$ cat config.mk
export PLATFORM = sky130hd
export DESIGN_NAME = br_resolve_unit_flat
export DESIGN_NICKNAME = d
export VERILOG_FILES = /design/src/rtl/br_resolve_if.sv /design/src/rtl/br_resolve_unit.sv /design/src/flat_wrapper.sv
export SDC_FILE = /design/constraint.sdc
export NUM_CORES = 1
export LEC_CHECK = 0
export ABC_AREA = 1
export CORE_MARGIN = 2
export CORE_UTILIZATION = 40
export CTS_BUF_LIST = sky130_fd_sc_hd__clkbuf_4
export CTS_CLUSTER_SIZE = 30
export DETAILED_ROUTE_END_ITERATION = 10
export GPL_ROUTABILITY_DRIVEN = 0
export REMOVE_ABC_BUFFERS = 1
export SKIP_LAST_GASP = 1
export SLEW_MARGIN = 20
export SYNTH_ARGS = -nofsm -noshare
export SYNTH_HDL_FRONTEND = slang
export SYNTH_SLANG_ARGS = --single-unit
$ cat constraint.sdc
create_clock -name CLK -period 7.1 [get_ports CLK]
set_input_delay 0.71 -clock CLK [delete_from_list [all_inputs] [get_ports CLK]]
set_output_delay 0.71 -clock CLK [all_outputs]
set_load 0.05 [all_outputs]
$ cat src/rtl/br_resolve_if.sv
// Branch-prediction consumer bus: fetch lookup, resolve inputs, predictor update and stats.
// master drives fetch/predictor/resolve inputs; slave is br_resolve_unit.
interface br_resolve_if #(
  parameter int IDXW = 3,
  parameter int CNTW = 16
);
  logic            pc_en;
  logic [31:0]     fetch_pc;
  logic            fetch_is_br;
  logic [IDXW-1:0] bp_index;
  logic            bp_predict;
  logic [31:0]     bp_target;
  logic [31:0]     npc;
  logic            fetch_stall;
  logic            res_valid;
  logic            res_taken;
  logic [31:0]     res_target;
  logic            flush;
  logic [31:0]     redirect_pc;
  logic            upd_br;
  logic [IDXW-1:0] upd_index;
  logic            upd_taken;
  logic [31:0]     upd_target;
  logic [CNTW-1:0] br_count;
  logic [CNTW-1:0] mp_count;
  logic            q_err;

  modport master (
    output pc_en, fetch_pc, fetch_is_br, bp_predict, bp_target,
           res_valid, res_taken, res_target,
    input  bp_index, npc, fetch_stall, flush, redirect_pc,
           upd_br, upd_index, upd_taken, upd_target,
           br_count, mp_count, q_err
  );

  modport slave (
    input  pc_en, fetch_pc, fetch_is_br, bp_predict, bp_target,
           res_valid, res_taken, res_target,
    output bp_index, npc, fetch_stall, flush, redirect_pc,
           upd_br, upd_index, upd_taken, upd_target,
           br_count, mp_count, q_err
  );
endinterface

$ cat src/rtl/br_resolve_unit.sv
// Branch resolve unit: predictor lookup at fetch, in-order in-flight queue,
// mispredict detection with one-cycle flush/recover, predictor update and statistics.
module br_resolve_unit #(
  parameter int DEPTH = 4,
  parameter int IDXW  = 3,
  parameter int CNTW  = 16
) (
  input  logic          CLK,
  input  logic          nRST,
  br_resolve_if.slave   bus
);

  localparam int PW = $clog2(DEPTH);

  typedef enum logic {RUN, RECOVER} state_e;

  state_e          state_q;
  logic [PW:0]     wr_ptr_q, rd_ptr_q;
  logic [PW:0]     wr_ptr_d, rd_ptr_d;
  logic            flush_q;
  logic [31:0]     redirect_pc_q;
  logic            upd_br_q;
  logic [IDXW-1:0] upd_index_q;
  logic            upd_taken_q;
  logic [31:0]     upd_target_q;
  logic [CNTW-1:0] br_count_q, mp_count_q;
  logic            q_err_q;

  logic [IDXW-1:0] q_idx_q [DEPTH];
  logic            q_tkn_q [DEPTH];
  logic [31:0]     q_tgt_q [DEPTH];
  logic [31:0]     q_ft_q  [DEPTH];

  logic            empty, full, run, pop, push, mispredict;
  logic [PW-1:0]   rd_slot, wr_slot;
  logic [31:0]     fallthru;

  function automatic logic [CNTW-1:0] sat_inc(input logic [CNTW-1:0] v);
    return (&v) ? v : v + {{(CNTW-1){1'b0}}, 1'b1};
  endfunction

  // Extra pointer MSB distinguishes full from empty when the slot bits match.
  assign empty   = (wr_ptr_q == rd_ptr_q);
  assign full    = (wr_ptr_q[PW] != rd_ptr_q[PW]) &&
                   (wr_ptr_q[PW-1:0] == rd_ptr_q[PW-1:0]);
  assign run     = (state_q == RUN);
  assign rd_slot = rd_ptr_q[PW-1:0];
  assign wr_slot = wr_ptr_q[PW-1:0];
  assign fallthru = bus.fetch_pc + 32'd4;

  assign pop  = bus.res_valid & ~empty & run;
  assign push = bus.fetch_is_br & bus.pc_en & (~full | pop) & run & ~flush_q;

  // A taken prediction to the wrong target is as bad as a wrong direction.
  assign mispredict = pop &
    ((q_tkn_q[rd_slot] != bus.res_taken) |
     (q_tkn_q[rd_slot] & bus.res_taken & (q_tgt_q[rd_slot] != bus.res_target)));

  assign wr_ptr_d = wr_ptr_q + {{PW{1'b0}}, push};
  assign rd_ptr_d = rd_ptr_q + {{PW{1'b0}}, pop};

  assign bus.bp_index    = bus.fetch_pc[IDXW+1:2];
  assign bus.fetch_stall = full;

  always_comb begin
    bus.npc = fallthru;
    if (flush_q)
      bus.npc = redirect_pc_q;
    else if (full)
      bus.npc = bus.fetch_pc;
    else if (bus.fetch_is_br & bus.bp_predict)
      bus.npc = bus.bp_target;
  end

  // Queue payload is not reset; validity comes solely from the pointers.
  always_ff @(posedge CLK) begin
    if (push) begin
      q_idx_q[wr_slot] <= bus.fetch_pc[IDXW+1:2];
      q_tkn_q[wr_slot] <= bus.bp_predict;
      q_tgt_q[wr_slot] <= bus.bp_target;
      q_ft_q[wr_slot]  <= fallthru;
    end
  end

  always_ff @(posedge CLK or negedge nRST) begin
    if (!nRST) begin
      state_q       <= RUN;
      wr_ptr_q      <= '0;
      rd_ptr_q      <= '0;
      flush_q       <= 1'b0;
      redirect_pc_q <= '0;
      upd_br_q      <= 1'b0;
      upd_index_q   <= '0;
      upd_taken_q   <= 1'b0;
      upd_target_q  <= '0;
      br_count_q    <= '0;
      mp_count_q    <= '0;
      q_err_q       <= 1'b0;
    end else begin
      flush_q <= 1'b0;
      case (state_q)
        RUN: begin
          if (mispredict) begin
            // Everything younger is wrong-path, including a same-cycle push.
            state_q       <= RECOVER;
            flush_q       <= 1'b1;
            redirect_pc_q <= bus.res_taken ? bus.res_target : q_ft_q[rd_slot];
            wr_ptr_q      <= '0;
            rd_ptr_q      <= '0;
          end else begin
            wr_ptr_q <= wr_ptr_d;
            rd_ptr_q <= rd_ptr_d;
          end
        end
        RECOVER: state_q <= RUN;
        default: state_q <= RUN;
      endcase

      if (bus.res_valid & empty & run)
        q_err_q <= 1'b1;

      if (pop) begin
        upd_br_q     <= 1'b1;
        upd_index_q  <= q_idx_q[rd_slot];
        upd_taken_q  <= bus.res_taken;
        upd_target_q <= bus.res_taken ? bus.res_target : q_tgt_q[rd_slot];
        br_count_q   <= sat_inc(br_count_q);
        if (mispredict)
          mp_count_q <= sat_inc(mp_count_q);
      end else if (upd_br_q & bus.pc_en) begin
        upd_br_q <= 1'b0;
      end
    end
  end

  assign bus.flush       = flush_q;
  assign bus.redirect_pc = redirect_pc_q;
  assign bus.upd_br      = upd_br_q;
  assign bus.upd_index   = upd_index_q;
  assign bus.upd_taken   = upd_taken_q;
  assign bus.upd_target  = upd_target_q;
  assign bus.br_count    = br_count_q;
  assign bus.mp_count    = mp_count_q;
  assign bus.q_err       = q_err_q;

endmodule

$ cat src/flat_wrapper.sv
// flat-port wrapper written by rule: the top's interface ports become plain ports
module br_resolve_unit_flat 
#(
  parameter int DEPTH = 4,
  parameter int IDXW  = 3,
  parameter int CNTW  = 16
)
  (CLK, nRST, bus_pc_en, bus_fetch_pc, bus_fetch_is_br, bus_bp_predict, bus_bp_target, bus_res_valid, bus_res_taken, bus_res_target, bus_bp_index, bus_npc, bus_fetch_stall, bus_flush, bus_redirect_pc, bus_upd_br, bus_upd_index, bus_upd_taken, bus_upd_target, bus_br_count, bus_mp_count, bus_q_err);
  br_resolve_if #(.IDXW(IDXW), .CNTW(CNTW)) bus_i ();
  input  logic CLK;
  input  logic nRST;
  input wire logic [$bits(bus_i.pc_en)-1:0] bus_pc_en;
  input wire logic [$bits(bus_i.fetch_pc)-1:0] bus_fetch_pc;
  input wire logic [$bits(bus_i.fetch_is_br)-1:0] bus_fetch_is_br;
  input wire logic [$bits(bus_i.bp_predict)-1:0] bus_bp_predict;
  input wire logic [$bits(bus_i.bp_target)-1:0] bus_bp_target;
  input wire logic [$bits(bus_i.res_valid)-1:0] bus_res_valid;
  input wire logic [$bits(bus_i.res_taken)-1:0] bus_res_taken;
  input wire logic [$bits(bus_i.res_target)-1:0] bus_res_target;
  output wire logic [$bits(bus_i.bp_index)-1:0] bus_bp_index;
  output wire logic [$bits(bus_i.npc)-1:0] bus_npc;
  output wire logic [$bits(bus_i.fetch_stall)-1:0] bus_fetch_stall;
  output wire logic [$bits(bus_i.flush)-1:0] bus_flush;
  output wire logic [$bits(bus_i.redirect_pc)-1:0] bus_redirect_pc;
  output wire logic [$bits(bus_i.upd_br)-1:0] bus_upd_br;
  output wire logic [$bits(bus_i.upd_index)-1:0] bus_upd_index;
  output wire logic [$bits(bus_i.upd_taken)-1:0] bus_upd_taken;
  output wire logic [$bits(bus_i.upd_target)-1:0] bus_upd_target;
  output wire logic [$bits(bus_i.br_count)-1:0] bus_br_count;
  output wire logic [$bits(bus_i.mp_count)-1:0] bus_mp_count;
  output wire logic [$bits(bus_i.q_err)-1:0] bus_q_err;
  assign bus_i.pc_en = bus_pc_en;
  assign bus_i.fetch_pc = bus_fetch_pc;
  assign bus_i.fetch_is_br = bus_fetch_is_br;
  assign bus_i.bp_predict = bus_bp_predict;
  assign bus_i.bp_target = bus_bp_target;
  assign bus_i.res_valid = bus_res_valid;
  assign bus_i.res_taken = bus_res_taken;
  assign bus_i.res_target = bus_res_target;
  assign bus_bp_index = bus_i.bp_index;
  assign bus_npc = bus_i.npc;
  assign bus_fetch_stall = bus_i.fetch_stall;
  assign bus_flush = bus_i.flush;
  assign bus_redirect_pc = bus_i.redirect_pc;
  assign bus_upd_br = bus_i.upd_br;
  assign bus_upd_index = bus_i.upd_index;
  assign bus_upd_taken = bus_i.upd_taken;
  assign bus_upd_target = bus_i.upd_target;
  assign bus_br_count = bus_i.br_count;
  assign bus_mp_count = bus_i.mp_count;
  assign bus_q_err = bus_i.q_err;
  br_resolve_unit #(.DEPTH(DEPTH), .IDXW(IDXW), .CNTW(CNTW)) u_core (.CLK(CLK), .nRST(nRST), .bus(bus_i));
endmodule
* Word-level counts from Yosys, hierarchy flattened
Memories as Yosys holds them, arrays and structs flattened. A register that Yosys moved wholly into a read port is not among the register bits.
Index checks and enable logic that the tools add are counted.
W data, S select, Z words.
** Word-level totals
- Output and inout port bits :: 139
- Register bits :: 107
- Memories kept :: 4
- RAM bits :: 272
** Memories
- u_core.q_ft_q :: words 4, bits a word 32, rd ports 1, clocked after Yosys merged registers in 0, write ports 1, RTL line br_resolve_unit.sv:32 : logic [31:0] q_ft_q [DEPTH];
- u_core.q_tgt_q :: words 4, bits a word 32, rd ports 1, clocked after Yosys merged registers in 0, write ports 1, RTL line br_resolve_unit.sv:31 : logic [31:0] q_tgt_q [DEPTH];
- u_core.q_idx_q :: words 4, bits a word 3, rd ports 1, clocked after Yosys merged registers in 1, write ports 1, RTL line br_resolve_unit.sv:29 : logic [IDXW-1:0] q_idx_q [DEPTH];
- u_core.q_tkn_q :: words 4, bits a word 1, rd ports 1, clocked after Yosys merged registers in 0, write ports 1, RTL line br_resolve_unit.sv:30 : logic q_tkn_q [DEPTH];
** Cells by class
- Bitwise gates (word level) :: 21
- Muxes and demuxes :: 14
- Add/subtract/negate cells :: 5
- Reduce and logical (&&, ||, !) cells :: 8
- Equality and inequality tests :: 5
** Operators with widths (count)
- $mux W32 :: 5
- $add A16 B1 Y16 const B :: 2
- $add A32 B3 Y32 const B :: 1
- $ne A32 B32 Y1 :: 1
- $reduce_and A16 Y1 :: 2
- $and A1 B1 Y1 :: 13
- $add A3 B1 Y3 :: 2
- $mux W1 :: 6
- $mux W3 :: 2
- $not A1 Y1 :: 6
- $reduce_and A2 Y1 :: 2
- $eq A3 B3 Y1 :: 1
- $reduce_and A3 Y1 :: 1
- $eq A2 B2 Y1 :: 1
- $ne A1 B1 Y1 :: 2
- $or A1 B1 Y1 :: 2
- $pmux W1 S2 :: 1
- $reduce_bool A2 Y1 :: 1
- $logic_and A1 B1 Y1 :: 1
- $logic_not A1 Y1 :: 1

* Longest topological paths before layout
Gate-level depths: netlist (run 1).
- Word-level depth :: 10
- Mapped depth :: 20
- Depth with buffers taken out :: 17

* Worst setup path before layout (run 1)
OpenSTA, ideal clock, no wires.
- Path kind :: register -> register
- Start :: register u_core.flush_q (netlist: u_core.bus.flush)
- End :: memory u_core.q_ft_q[2][0] (enable)
- Cell stages (with the launch flop) :: 7
- Path buffers :: 1
- Setup time :: 0.578 ns
- Arrival time :: 6.008 ns
- Slack :: 0.514 ns
- Cell sequence :: dfrtp_1 > clkbuf_1 > nor2_1 > nor2_1 > nor4_1 > inv_1 > nor3_1
** On the way
- Longest elaborated chain between the ends :: 4
** RTL lines
- start, declared :: RTL line br_resolve_unit.sv:20 : logic flush_q;
- start signal, assigned :: RTL line br_resolve_unit.sv:90 : flush_q <= 1'b0;
- start signal, assigned :: RTL line br_resolve_unit.sv:100 : flush_q <= 1'b0;
- start signal, assigned :: RTL line br_resolve_unit.sv:106 : flush_q <= 1'b1;
- $not A1 Y1 :: RTL line br_resolve_unit.sv:52 : assign push = bus.fetch_is_br & bus.pc_en & (~full | pop) & run & ~flush_q;
- $and A1 B1 Y1 :: RTL line br_resolve_unit.sv:52
- $mux W1 :: RTL line br_resolve_unit.sv:77 : if (push) begin
- $mux W1 (implied by the code) :: RTL line br_resolve_unit.sv:81 : q_ft_q[wr_slot] <= fallthru;
- end, declared :: RTL line br_resolve_unit.sv:32
No other way between the ends.

* Final worst setup path (run 1)
- Start :: register u_core.rd_ptr_q[0]
- End :: output bus_npc[2]
** On the way
- Longest elaborated chain between the ends :: 4
** RTL lines
- start, declared :: RTL line br_resolve_unit.sv:18 : logic [PW:0] wr_ptr_q, rd_ptr_q;
- start signal, assigned :: RTL line br_resolve_unit.sv:112 : rd_ptr_q <= rd_ptr_d;
- $eq A2 B2 Y1 :: RTL line br_resolve_unit.sv:45 : (wr_ptr_q[PW-1:0] == rd_ptr_q[PW-1:0]);
- $logic_and A1 B1 Y1 :: RTL line br_resolve_unit.sv:44 : assign full = (wr_ptr_q[PW] != rd_ptr_q[PW]) &&
- $mux W32 :: RTL line br_resolve_unit.sv:69 : else if (full)
- $mux W32 :: RTL line br_resolve_unit.sv:67 : if (flush_q)
- end, declared :: RTL line flat_wrapper.sv:21 : output wire logic [$bits(bus_i.npc)-1:0] bus_npc;
No other way between the ends.

==> results of run 1 <==
==> area by class of cell <==
| type | instances | share of cell area [%] |
|---|---|---|
| Inverter | 98 | 1.70 |
| Clock inverter | 43 | 1.15 |
| Timing Repair Buffer | 267 | 12.0 |
| Multi-Input combinational cell | 1213 | 26.7 |
| Sequential cell | 381 | 50.0 |
| Clock buffer | 147 | 5.06 |
| Antenna cell | 3 | 0.0344 |
| Tap cell | 585 | 3.35 |
==> metal layers <==
metal	vias up	global-route usage, %	wire length, um
met2	608	39.5	25700
met1	7082	33.6	24300
met3	85	5.90	4660
li1	6779	-	-
met4	6	9.45	1220
met5	-	0	41
==> synthesized netlist by cell type <==
| master | count | share of area, % |
|---|---|---|
| clkbuf_1 | 52 | 1.1 |
| nand2_2 | 3 | 0.11 |
| o211ai_1 | 14 | 0.60 |
| nor4_1 | 4 | 0.14 |
| xnor2_1 | 14 | 0.70 |
| or2_2 | 2 | 0.072 |
| nand3b_1 | 2 | 0.086 |
| clkinv_1 | 1 | 0.021 |
| xor2_1 | 33 | 1.7 |
| a21oi_1 | 75 | 2.1 |
| buf_1 | 7 | 0.15 |
| a31oi_1 | 23 | 0.82 |
| o221ai_1 | 23 | 1.2 |
| o22ai_1 | 1 | 0.036 |
| nor2_2 | 1 | 0.036 |
| buf_4 | 9 | 0.39 |
| dfrtp_1 | 109 | 16 |
| a221oi_1 | 4 | 0.20 |
| o21ai_0 | 41 | 1.2 |
| ha_1 | 8 | 0.57 |
| nand4_1 | 27 | 0.97 |
| nand2_1 | 606 | 13 |
| nand3_1 | 160 | 4.6 |
| o31ai_1 | 3 | 0.13 |
| a221o_1 | 32 | 1.8 |
| a21oi_2 | 1 | 0.050 |
| nor3_1 | 21 | 0.60 |
| inv_1 | 94 | 2.0 |
| edfxtp_1 | 272 | 47 |
| buf_2 | 24 | 0.69 |
| o21bai_1 | 1 | 0.043 |
| nor2_1 | 114 | 2.4 |
| inv_2 | 3 | 0.064 |
==> per-stage QoR <==
step,setup slack [ps],instances,hold WS (ps),setup TNS [ps]
floorplan,-1680,1692,414,-457400
global placement,1790,2543,466,0
detailed placement,1720,2543,476,0
CTS,1550,2734,448,0
global route,1360,2736,502,0
finish,1620,2737,486,0
==> power groups by stage <==
stage | registers, uW | clock network [uW] | logic [uW]
2_1_floorplan | 3870 | 0 | 1880
3_3_place_gp | 3150 | 0 | 4140
3_5_place_dp | 3150 | 0 | 4200
4_1_cts | 3110 | 2040 | 4220
5_1_grt | 3160 | 2170 | 4530
6_report | 3120 | 1990 | 4200
==> kinds of logic after synthesis <==
| logic type | count (synthesis) | share of synthesized area [%] |
|---|---|---|
| buf+inv | 190 | 4.45 |
| compound gates | 218 | 8.19 |
| flops | 381 | 62.4 |
| xor+xnor | 47 | 2.36 |
| fa+ha+maj | 8 | 0.573 |
| simple gates | 940 | 22.1 |
==> state kept, by name, summed over array words and instances (netlist names) <==
| register | count |
|---|---|
| u_core.q_ft_q | 128 |
| u_core.q_tgt_q | 128 |
| u_core.bus.redirect_pc | 32 |
| u_core.bus.upd_target | 32 |
| u_core.bus.br_count | 16 |
| u_core.bus.mp_count | 16 |
| u_core.q_idx_q | 12 |
| u_core.q_tkn_q | 4 |
| u_core.bus.upd_index | 3 |
| u_core.rd_ptr_q | 3 |
| u_core.wr_ptr_q | 3 |
| u_core.bus.flush | 1 |
| u_core.bus.q_err | 1 |
| u_core.bus.upd_br | 1 |
| u_core.bus.upd_taken | 1 |
==> worst max-delay path: cells and delay by family (launching register included) <==
kind                      cells  cell delay (ps)
AOI/OAI and AO/OA             2              480
xor gates and xnor gates      1              180
buffers and inverters         3             1920
DFF                           1             1100
and+or+nand+nor               2              270
==> final timing paths <==
check,start,end,cells after the start
min in group asynchronous,nRST,u_core.bus.upd_target[3]$_DFFE_PN0P_,2
max in group asynchronous,nRST,u_core.rd_ptr_q[0]$_DFFE_PN0N_,3
setup reg to reg,u_core.rd_ptr_q[0]$_DFFE_PN0N_,u_core.bus.redirect_pc[4]$_DFFE_PN0P_,18
setup / recovery,u_core.rd_ptr_q[0]$_DFFE_PN0N_,bus_npc[2],8
hold reg to reg,u_core.bus.q_err$_DFFE_PN0P_,u_core.bus.q_err$_DFFE_PN0P_,1
hold / removal,u_core.bus.q_err$_DFFE_PN0P_,u_core.bus.q_err$_DFFE_PN0P_,1
==> impl_metrics.json, run 1 <==
{
  "status": "finished clean",
  "cts.repair.resized": 0,
  "p_leak_uw": 0.00887,
  "clockPowerShare_pct": 21.4,
  "drt-total-wl_um": 56000,
  "cts-hold-fix-buffers": 1,
  "cp_slowest_cell": "dfrtp_4",
  "initial_core_util_pct": 40.6,
  "fin_util_pct": 50.7,
  "grt_first_pass_wirelength_um": 84700,
  "synth_cell_types": 33,
  "yosysSeqAreaShare_pct": 62.4,
  "drive_gt1_share_pct": 9.49,
  "antenna_left": 0,
  "reg2reg_slack_ps": 2050,
  "path_cells": "xnor2_1 -> nand3_1 -> buf_4 -> clkinv_1 -> a21oi_1 -> o221ai_1 -> nand2_1 -> clkdlybuf4s50_1",
  "synthCells": 1784,
  "clockBufferDepth": 3,
  "intPower_uw": 5090,
  "arrival_ps": 4770,
  "dieArea_sq_um": 45400,
  "maxSlewViolCount": 0,
  "yosysWarnings": 0,
  "coreArea_sq_um": 43100,
  "critPathLaunchType": "flip-flop",
  "num_vias": 14600,
  "dp_hpwl_um": 33600,
  "p_switching_uw": 4210,
  "clk_latency_ps": 830,
  "die_w_um": 213,
  "fmax_mhz": 182,
  "die_y_um": 213,
  "seq_power_share_pct": 33.5,
  "min_path_type": "reg2reg",
  "post-cts-setup-buffers": 0,
  "multiInputGateArea_sq_um": 5830,
  "antenna_found_initial": 6,
  "syn_avg_cell_area_sq_um": 9.79,
  "wl_per_cell_um": 20.5,
  "layout_commonest_cell": "nand2_1",
  "fin_crit_sh_pct": 77.2,
  "setup_viol": 0,
  "grt_pass1_vias": 14400,
  "max_stage_delay_ps": 1100,
  "tritoncts": "yes",
  "worst_pin_slew_ps": 1080,
  "regArea_sq_um": 10900,
  "first_pass_iters": 5,
  "dpl_cell_area_sq_um": 20400,
  "fin_total_pwr_uw": 9310,
  "crit_fanout": 86,
  "period_minus_slack_ps": 5480,
  "rsz0062_at_grt": "false",
  "grt_usage_pct": 25.1,
  "crit_required_ps": 6390,
  "peakVddDrop_mv": 0.261,
  "io_buffers": 241,
  "critPathKind": "reg2out",
  "area_growth_pct": 24.9,
  "layout.nets": 2173,
  "ios": 242,
  "drv_cap": 0,
  "final_hold_viol_count": 0,
  "cts.clk_slew.worst_paths_ps": 60,
  "drc": 0,
  "swShare_pct": 45.3,
  "cts_buffers": 101,
  "layout_common_cells": "nand2_1 (606), edfxtp_1 (272), clkdlybuf4s50_1 (239)",
  "p_comb_share_pct": 45.1,
  "overflow": 0,
  "finalInstanceArea_sq_um": 21800,
  "drt_iter0_markers": 1175,
  "powerDensity_nw_per_um2": 427,
  "clockRootBuffer": "clkbuf_4",
  "viasPerCell": 5.32,
  "nFillCells": 4016,
  "synth-seq-cells": 381,
  "slew_headroom_pct": 28.1,
  "cts_max_level": 3,
  "worstSetupEndpointType": "primary output",
  "grt_max_degree": 87,
  "row_count": 76,
  "cts_sinks": 381,
  "synth_area_sq_um": 17500,
  "skew_ps": 53.3
}
Note: power is estimated with default switching activity, not from simulation.
==> run 2, diff against run 1 <==
- clock period: 7.1 -> 5 ns (I/O delays scaled with it)
==> run 2 against run 1 <==
Sequential power is 40% higher. Power is 44% higher. Setup slack worse by 1200 ps. Count of clock-buffer cells in the layout is 6 higher. Largest cell class unchanged. Global-route usage is 0.60 points lower. Register-to-register slack worse by 680 ps.
==> impl_metrics.json, run 2 (synthesis gave the netlist of run 1 again) <==
{
  "viasPerCell": 5.26,
  "layout.nets": 2180,
  "seq_power_share_pct": 32.7,
  "cts-hold-fix-buffers": 1,
  "tritoncts": "yes",
  "cts_buffers": 100,
  "row_count": 76,
  "cts.repair.resized": 0,
  "critPathKind": "in2out",
  "nFillCells": 3926,
  "antenna_left": 0,
  "multiInputGateArea_sq_um": 5830,
  "overflow": 0,
  "clockRootBuffer": "clkbuf_4",
  "rsz0062_at_grt": "false",
  "num_vias": 14400,
  "dpl.cell_count": 2551,
  "drive_gt1_share_pct": 11.2,
  "peakVddDrop_mv": 0.422,
  "die_y_um": 213,
  "die_w_um": 213,
  "setup_viol": 0,
  "drt-total-wl_um": 54600,
  "drv_cap": 0,
  "status": "finished clean",
  "cts_sinks": 381,
  "worstSetupEndpointType": "primary output",
  "period_minus_slack_ps": 4570,
  "path_common_cell": "nor2_1",
  "dieArea_sq_um": 45400,
  "clk_latency_ps": 770,
  "drt_iter0_markers": 1290,
  "fin_crit_sh_pct": 91.4,
  "layout_common_cells": "nand2_1 (606), edfxtp_1 (272), clkdlybuf4s50_1 (207)",
  "cts_max_level": 3,
  "initial_core_util_pct": 40.6,
  "arrival_ps": 4070,
  "critPathLaunchType": "input port",
  "grt_pass1_vias": 14000,
  "skew_ps": 41.9,
  "fmax_mhz": 219,
  "crit_required_ps": 4500,
  "reg2reg_slack_ps": 1370,
  "crit_fanout": 9,
  "swShare_pct": 44.7,
  "grt_first_pass_wirelength_um": 82700,
  "clockPowerShare_pct": 20.0,
  "top_regs": "u_core.q_ft_q: 128 flops, u_core.q_tgt_q: 128 flops",
  "maxSlewViolCount": 0,
  "wl_per_cell_um": 19.9,
  "grt_usage_pct": 24.5,
  "path_cells": "clkdlybuf4s50_1 -> nand3_1 -> nor2_1 -> nand2_1 -> nor2_1 -> nand4_1 -> nor3_1 -> nand2_1 -> nand2_1 -> inv_1 -> nor2_1 -> nor2_1 -> o21ai_0 -> buf_12",
  "first_pass_iters": 5,
  "min_path_type": "in2async",
  "fin_cells": 2741,
  "io_buffers": 241,
  "intPower_uw": 7390,
  "cts.clk_slew.worst_paths_ps": 60,
  "crit_family": "simple AND/OR/NAND/NOR gates",
  "area_growth_pct": 26.5,
  "powerDensity_nw_per_um2": 605,
  "reg2reg_to": "u_core.bus.redirect_pc[4]$_DFFE_PN0P_",
  "grt_max_degree": 81,
  "cp_num_buf_inv": 3,
  "reg2reg_from": "u_core.rd_ptr_q[0]$_DFFE_PN0N_",
  "max_stage_delay_ps": 640,
  "cp_slowest_cell": "clkdlybuf4s50_1",
  "drc": 0,
  "whs_ps": 317,
  "worst_pin_slew_ps": 995,
  "r2r.worst_path.cells": 17,
  "regArea_sq_um": 10900,
  "p_switching_uw": 5980,
  "clockBufferDepth": 3,
  "p_leak_uw": 0.00904,
  "dp_hpwl_um": 33900,
  "p_comb_share_pct": 47.3,
  "slew_headroom_pct": 33.6,
  "layout_commonest_cell": "nand2_1",
  "final_hold_viol_count": 0,
  "antenna_found_initial": 7,
  "post-cts-setup-buffers": 0,
  "ios": 242,
  "coreArea_sq_um": 43100
}
[run 2: area by class of cell]
class	instances	share of cell area (%)
multi-input cells	1213	26.4
clock buffers	153	5.20
repair buffers	275	13.5
well taps	585	3.31
inverters	98	1.68
diodes	3	0.0340
flip-flops and latches	381	49.3
clock inverters	33	0.572
[run 2: routing by layer]
| layer | vias to the layer above | global-route usage, % | share of wire [%] |
|---|---|---|---|
| met5 | - | 0 | 0.099 |
| met4 | 8 | 9.74 | 2.9 |
| li1 | 6786 | - | - |
| met3 | 106 | 5.29 | 8.1 |
| met1 | 6924 | 33.5 | 44 |
| met2 | 604 | 38.0 | 45 |
[run 2: power groups by stage]
stage | Combinational [uW] | Clock (uW) | Sequential [uW]
after floorplan | 2670 | 0 | 5490
after global placement | 6260 | 0 | 4420
after detailed placement | 6330 | 0 | 4430
after CTS | 6350 | 2750 | 4380
after global routing | 6800 | 2910 | 4430
final | 6320 | 2670 | 4370
[run 2: how the worst max path moves through the flow]
stage / startpoint / end / slack (ps) / cells past startpoint
2_1_floorplan: u_core.rd_ptr_q[0]$_DFFE_PN0N_ / u_core.q_ft_q[2][0]$_DFFE_PP_ / -3780 / 6
3_3_place_gp: bus_fetch_pc[4] / bus_npc[29] / 600 / 14
3_5_place_dp: bus_fetch_pc[4] / bus_npc[29] / 480 / 14
4_1_cts: u_core.rd_ptr_q[0]$_DFFE_PN0N_ / bus_npc[23] / 420 / 7
5_1_grt: bus_fetch_pc[4] / bus_npc[29] / 160 / 14
6_report: bus_fetch_pc[4] / bus_npc[29] / 430 / 14
[run 2: worst reg2reg max path, stage by stage, from the launching register on]
cell	delay, ps
dfrtp_4	860
buf_4	700
nand2_1	130
nand3_1	130
nand3_1	90
nand2_1	70
nand2_1	80
nor2_1	110
nand2_1	110
nor2_1	130
nand2_1	70
nand2_1	120
nand2_1	60
buf_4	230
nand2_2	100
buf_4	350
nand2_1	110
nand2_1	90
[run 2: through the flow]
stage	cell area (sq um)	TNS (ps)	power, uW	worst slack, ps	utilization (%)
after floorplan	17100	-1090700	8160	-3780	-
final	22100	0	13400	432	51.3
after global routing	22100	0	14200	157	51.3
after global placement	20800	0	10700	598	48.3
after CTS	22100	0	13500	417	51.3
after detailed placement	20800	0	10800	477	48.3
